==> src/rtl/stream_demux_pkg.sv <==
// ----------------------------------------------------------------------------
// stream_demux_pkg
//   Shared helpers for the stream_demux block.
//   Contents:
//     sd_sel_nbits(n) - width of a select field able to index n outputs
//                       (never narrower than one bit).
// ----------------------------------------------------------------------------
package stream_demux_pkg;

    function automatic int sd_sel_nbits(input int n);
        return (n > 1) ? $clog2(n) : 1;
    endfunction

endpackage

==> src/rtl/stream_demux_entry.sv <==
// ----------------------------------------------------------------------------
// stream_demux_entry
//   One-entry pipeline register for a single demux output.
//   Ports:
//     clk        - clock, rising edge
//     reset_n    - asynchronous active-low reset (empties entry, clears data)
//     i_enq_en   - write i_enq_msg into the entry this edge
//     i_enq_msg  - payload to store
//     i_deq_en   - consumer takes the stored payload this edge
//     o_full     - entry holds a valid payload (drives out_val)
//     o_data     - stored payload; holds its last value when empty
// ----------------------------------------------------------------------------
module stream_demux_entry #(
    parameter int p_nbits = 8
) (
    input  logic               clk,
    input  logic               reset_n,
    input  logic               i_enq_en,
    input  logic [p_nbits-1:0] i_enq_msg,
    input  logic               i_deq_en,
    output logic               o_full,
    output logic [p_nbits-1:0] o_data
);

    logic               r_full;
    logic [p_nbits-1:0] r_data;

    // Enqueue wins over dequeue: a same-cycle drain and refill keeps the
    // entry full with the new payload, so there is no bubble.
    always_ff @(posedge clk or negedge reset_n) begin
        if (!reset_n) begin
            r_full <= 1'b0;
            r_data <= '0;
        end else if (i_enq_en) begin
            r_full <= 1'b1;
            r_data <= i_enq_msg;
        end else if (i_deq_en) begin
            r_full <= 1'b0;
        end
    end

    assign o_full = r_full;
    assign o_data = r_data;

endmodule

==> src/rtl/stream_demux.sv <==
// ----------------------------------------------------------------------------
// stream_demux
//   Registered one-to-N stream demultiplexer. One input stream is steered to
//   output in_sel; each output has its own one-entry register so a stall on
//   one output never blocks traffic to the others.
//
//   Handshake: a transfer happens on a rising edge where val && rdy are both
//   high; val must not depend on rdy, while in_rdy here depends
//   combinationally on out_rdy[in_sel] so a full entry can drain and refill
//   in the same cycle.
//
//   Ports:
//     clk, reset_n  - clock; asynchronous active-low reset
//     in_val/in_rdy - input handshake; in_rdy is 0 while in reset
//     in_msg        - input payload
//     in_sel        - destination index; values >= p_nout are dropped
//     out_val       - per-output valid (bit i = output i)
//     out_rdy       - per-output ready (bit i = output i)
//     out_msg       - flattened payloads, output i at [i*p_nbits +: p_nbits]
//     err           - sticky: an illegal in_sel was accepted since reset
// ----------------------------------------------------------------------------
module stream_demux
    import stream_demux_pkg::*;
#(
    parameter int p_nbits     = 8,
    parameter int p_nout      = 2,
    parameter int p_sel_nbits = sd_sel_nbits(p_nout)
) (
    input  logic                       clk,
    input  logic                       reset_n,
    input  logic                       in_val,
    output logic                       in_rdy,
    input  logic [p_nbits-1:0]         in_msg,
    input  logic [p_sel_nbits-1:0]     in_sel,
    output logic [p_nout-1:0]          out_val,
    input  logic [p_nout-1:0]          out_rdy,
    output logic [p_nout*p_nbits-1:0]  out_msg,
    output logic                       err
);

    logic [p_nout-1:0] w_full;
    logic [p_nout-1:0] w_dest;
    logic [p_nout-1:0] w_enq;
    logic [p_nout-1:0] w_deq;
    logic              w_sel_legal;
    logic              w_sel_full;
    logic              w_sel_rdy;
    logic              w_in_fire;
    logic              r_err;

    // Select decode by explicit match so an out-of-range in_sel simply
    // matches nothing instead of indexing past the vectors.
    always_comb begin
        w_dest      = '0;
        w_sel_legal = 1'b0;
        w_sel_full  = 1'b0;
        w_sel_rdy   = 1'b0;
        for (int i = 0; i < p_nout; i++) begin
            if (in_sel == p_sel_nbits'(i)) begin
                w_dest[i]   = 1'b1;
                w_sel_legal = 1'b1;
                w_sel_full  = w_full[i];
                w_sel_rdy   = out_rdy[i];
            end
        end
    end

    // Illegal selects are always accepted (and dropped) so the producer
    // cannot deadlock on a bad index.
    assign in_rdy    = reset_n && (!w_sel_legal || !w_sel_full || w_sel_rdy);
    assign w_in_fire = in_val && in_rdy;
    assign w_enq     = w_dest & {p_nout{w_in_fire}};
    assign w_deq     = w_full & out_rdy;

    for (genvar g = 0; g < p_nout; g++) begin : g_entry
        stream_demux_entry #(
            .p_nbits (p_nbits)
        ) u_entry (
            .clk       (clk),
            .reset_n   (reset_n),
            .i_enq_en  (w_enq[g]),
            .i_enq_msg (in_msg),
            .i_deq_en  (w_deq[g]),
            .o_full    (w_full[g]),
            .o_data    (out_msg[g*p_nbits +: p_nbits])
        );
    end

    always_ff @(posedge clk or negedge reset_n) begin
        if (!reset_n) begin
            r_err <= 1'b0;
        end else if (w_in_fire && !w_sel_legal) begin
            r_err <= 1'b1;
        end
    end

    assign out_val = w_full;
    assign err     = r_err;

endmodule
==> config.mk <==
export PLATFORM = sky130hd
export DESIGN_NAME = stream_demux
export DESIGN_NICKNAME = d
export VERILOG_FILES = /design/src/rtl/stream_demux_pkg.sv /design/src/rtl/stream_demux_entry.sv /design/src/rtl/stream_demux.sv
export SDC_FILE = /design/constraint.sdc
export NUM_CORES = 1
export LEC_CHECK = 0
export CORE_ASPECT_RATIO = 0.8
export CORE_UTILIZATION = 41
export DETAILED_ROUTE_END_ITERATION = 10
export PLACE_DENSITY = 0.76
export SLEW_MARGIN = 20
export SYNTH_ARGS = -nofsm -noshare
export SYNTH_HDL_FRONTEND = slang
export SYNTH_SLANG_ARGS = --single-unit
==> constraint.sdc <==
create_clock -name clk -period 3.05 [get_ports clk]
set_input_delay 0.61 -clock clk [delete_from_list [all_inputs] [get_ports clk]]
set_output_delay 0.61 -clock clk [all_outputs]
set_load 0.01 [all_outputs]
==> run_results.csv <==
group,metric,value,unit
global_routing,track_usage,16.30,%
route,final_antenna_net_count,0,
floorplan,core-area,1659,um^2
global_routing,grt-ovfl-total,0,
setup_path,reg2reg_from,"g_entry[1].u_entry.o_full",
synthesis,syn_area,735.7,um^2
cts,cts_setup_buffers,0,
floorplan,die_x,49.36,um
route,wl_per_cell,12.54,um
placement,placed_cell_area,1069,um^2
cts,cts_hold_buffers,0,
sta,clock.fmax,389.2,MHz
final_layout,layout_commonest_cell,"clkdlybuf4s50_1",
cts,post_cts_resized,0,
route,vias,493,
cts,clk_path_buf_depth,2,
cts,cts_made_buffers,3,
synthesis,yosys_warnings,0,
status,status,"completed",
floorplan,io_pins,34,
sta,tns,0,ns
pwr,power_frac_clock,17.9,%
setup_path,worstSetupPathType,"in -> out",
setup_path,cp-endpoint,"in_rdy",
floorplan,rows,13,
floorplan,die_area,1969,um^2
pwr,vdd_drop_max,0.4249,mV
synthesis,synth_area_per_cell,15.01,um^2
cts,cts_tree,"done",
cts,clock_sinks,18,
global_routing,grt_pass1_wl,2125,um
setup_path,path_max_fanout,8,
floorplan,start_util,44.34,%
synthesis,synth_nets,63,
setup_path,crit_required,2.44,ns
route,via_per_inst,4.740,
setup_path,r2r_slack,1.55,ns
pwr,sw_frac_of_total,25.19,%
min_path,hold_path_class,"reg -> reg",
sta,period_share,84.24,%
route,drt_first_pass_iters,2,
setup_path,startpoint_type,"input port",
sta,finalCriticalPeriod,2.569,ns
placement,portBuffers,32,
pwr,power.switching,0.1565,mW
pwr,power_frac_comb,32.6,%
global_routing,antenna_found_initial,0,
synthesis,ys_types,11,
setup_path,crit_arrival,1.96,ns
synthesis,synth.yosys.seq_area_share,61.22,%
sta,clock_skew,0.005752,ns
setup_path,end_kind,"output port",
sta,setup_ws,0.4805,ns
final_layout,nNetsFinal,98,
final_layout,drive_above_1_share,26.83,%
run,cap_violations,0,
final_layout,postLayoutCoreUtil,65.76,%
sta,rsz0062_at_grt,"no",
setup_path,ff2ff_path_depth,4,
pwr,p_leak,0.4566,nW
placement,place_congestion,0.7194,
final_layout,areaGrowthSynthToFinish,48.30,%
synthesis,synth_cells,49,
route,wl,1304,um
global_routing,grt_max_degree,15,
global_routing,grt_pass1_vias,453,
final_layout,final_area,1091,um^2
pwr,power_frac_seq,49.4,%
route,drtIter0Drc,1,
cts,cts_max_level,1,
pwr,power.density,569.3,nW/um^2
pwr,p_int,0.4646,mW
final_layout,layout_common_cells,"clkdlybuf4s50_1, dfrtp_1, mux2_2, clkbuf_4",
final_layout,insertedDiodeCount,0,
synthesis,synth_seq_cells,18,
route,drc_errors,0,
floorplan,die_h,39.89,um
cts,path_clk_slew,0.08,ns
cts,insertion_delay,0.29,ns
sta,drv_slew,0,
setup_path,crit_start,"reset_n",
sta,finalHoldViolCount,0,
sta,hold_ws,0.5090,ns
setup_path,r2r-end,"g_entry[1].u_entry.o_data[7]",
sta,setup-violations-final,0,
cts,clockRootBuffer,"clkbuf_4",
placement,dp_slack,0.4549,ns
[power by group through the flow]
stage / Sequential, mW / Clock (mW) / Combinational, mW
detailed placement: 0.313 / 0 / 0.204
global route: 0.315 / 0.128 / 0.217
floorplan: 0.334 / 0 / 0.0562
finish: 0.307 / 0.111 / 0.203
CTS: 0.308 / 0.119 / 0.206
global placement: 0.311 / 0 / 0.202
[flip-flops by register name, indices dropped and copies added (netlist names)]
register	count
g_entry.u_entry.o_data	16
g_entry.u_entry.o_full	2
[synthesized netlist by cell type]
master    count  share of area [%]
buf_4         4                4.1
nand2_1       2                1.0
o21ai_0       1               0.68
nand2b_1      2                1.7
conb_1        1               0.51
dfrtp_1      18                 61
mux2i_1       1                1.4
nor2b_1       2                1.7
mux2_2       16                 24
nand3_1       1               0.68
nor3b_4       1                2.6
[how the worst min path moves through the flow]
stage | slack (ns) | depth (start not counted) | startpoint | end
after floorplan | 0.31 | 0 | reset_n | g_entry[0].u_entry.o_data[0]
after global placement | 0.49 | 1 | g_entry[0].u_entry.o_data[7] | g_entry[0].u_entry.o_data[7]
after detailed placement | 0.50 | 1 | g_entry[0].u_entry.o_data[6] | g_entry[0].u_entry.o_data[6]
after CTS | 0.52 | 1 | g_entry[0].u_entry.o_data[3] | g_entry[0].u_entry.o_data[3]
after global routing | 0.53 | 1 | g_entry[1].u_entry.o_data[1] | g_entry[1].u_entry.o_data[1]
final | 0.51 | 1 | g_entry[0].u_entry.o_data[3] | g_entry[0].u_entry.o_data[3]
[worst max-delay path: stages]
cell	delay, ns
clkdlybuf4s50_1	0.64
nor2b_1	0.17
clkdlybuf4s50_1	0.53
[layer usage]
| metal | global-route usage (%) | up-vias | wire, um |
|---|---|---|---|
| met4 | 6.618 | 0 | 13 |
| met2 | 23.29 | 24 | 529 |
| met3 | 10.47 | 3 | 157 |
| met1 | 19.33 | 231 | 604 |
| li1 | - | 235 | - |
| met5 | 0 | - | 0 |
[metrics by stage]
| step | total power, mW | instances |
|---|---|---|
| 5_1_grt | 0.6604 | 104 |
| 3_5_place_dp | 0.5171 | 101 |
| 6_report | 0.6211 | 104 |
| 2_1_floorplan | 0.3903 | 49 |
| 3_3_place_gp | 0.5133 | 101 |
| 4_1_cts | 0.6331 | 104 |
[layout make-up]
cell class	instances	area [um^2]
flip-flops and latches	18	450.4
fillers	134	568.0
well taps	22	27.53
clock buffers	3	22.52
multi-input cells	27	255.2
repair buffers	34	335.3
[cell families after synthesis]
| logic type | share of synthesized area, % |
|---|---|
| and+or+nand+nor | 7.653 |
| DFF | 61.22 |
| other | 0.5097 |
| buffers and inverters | 4.082 |
| AOI/OAI and AO/OA | 0.6796 |
| muxes | 25.85 |
(Power assumes the default switching activity.)
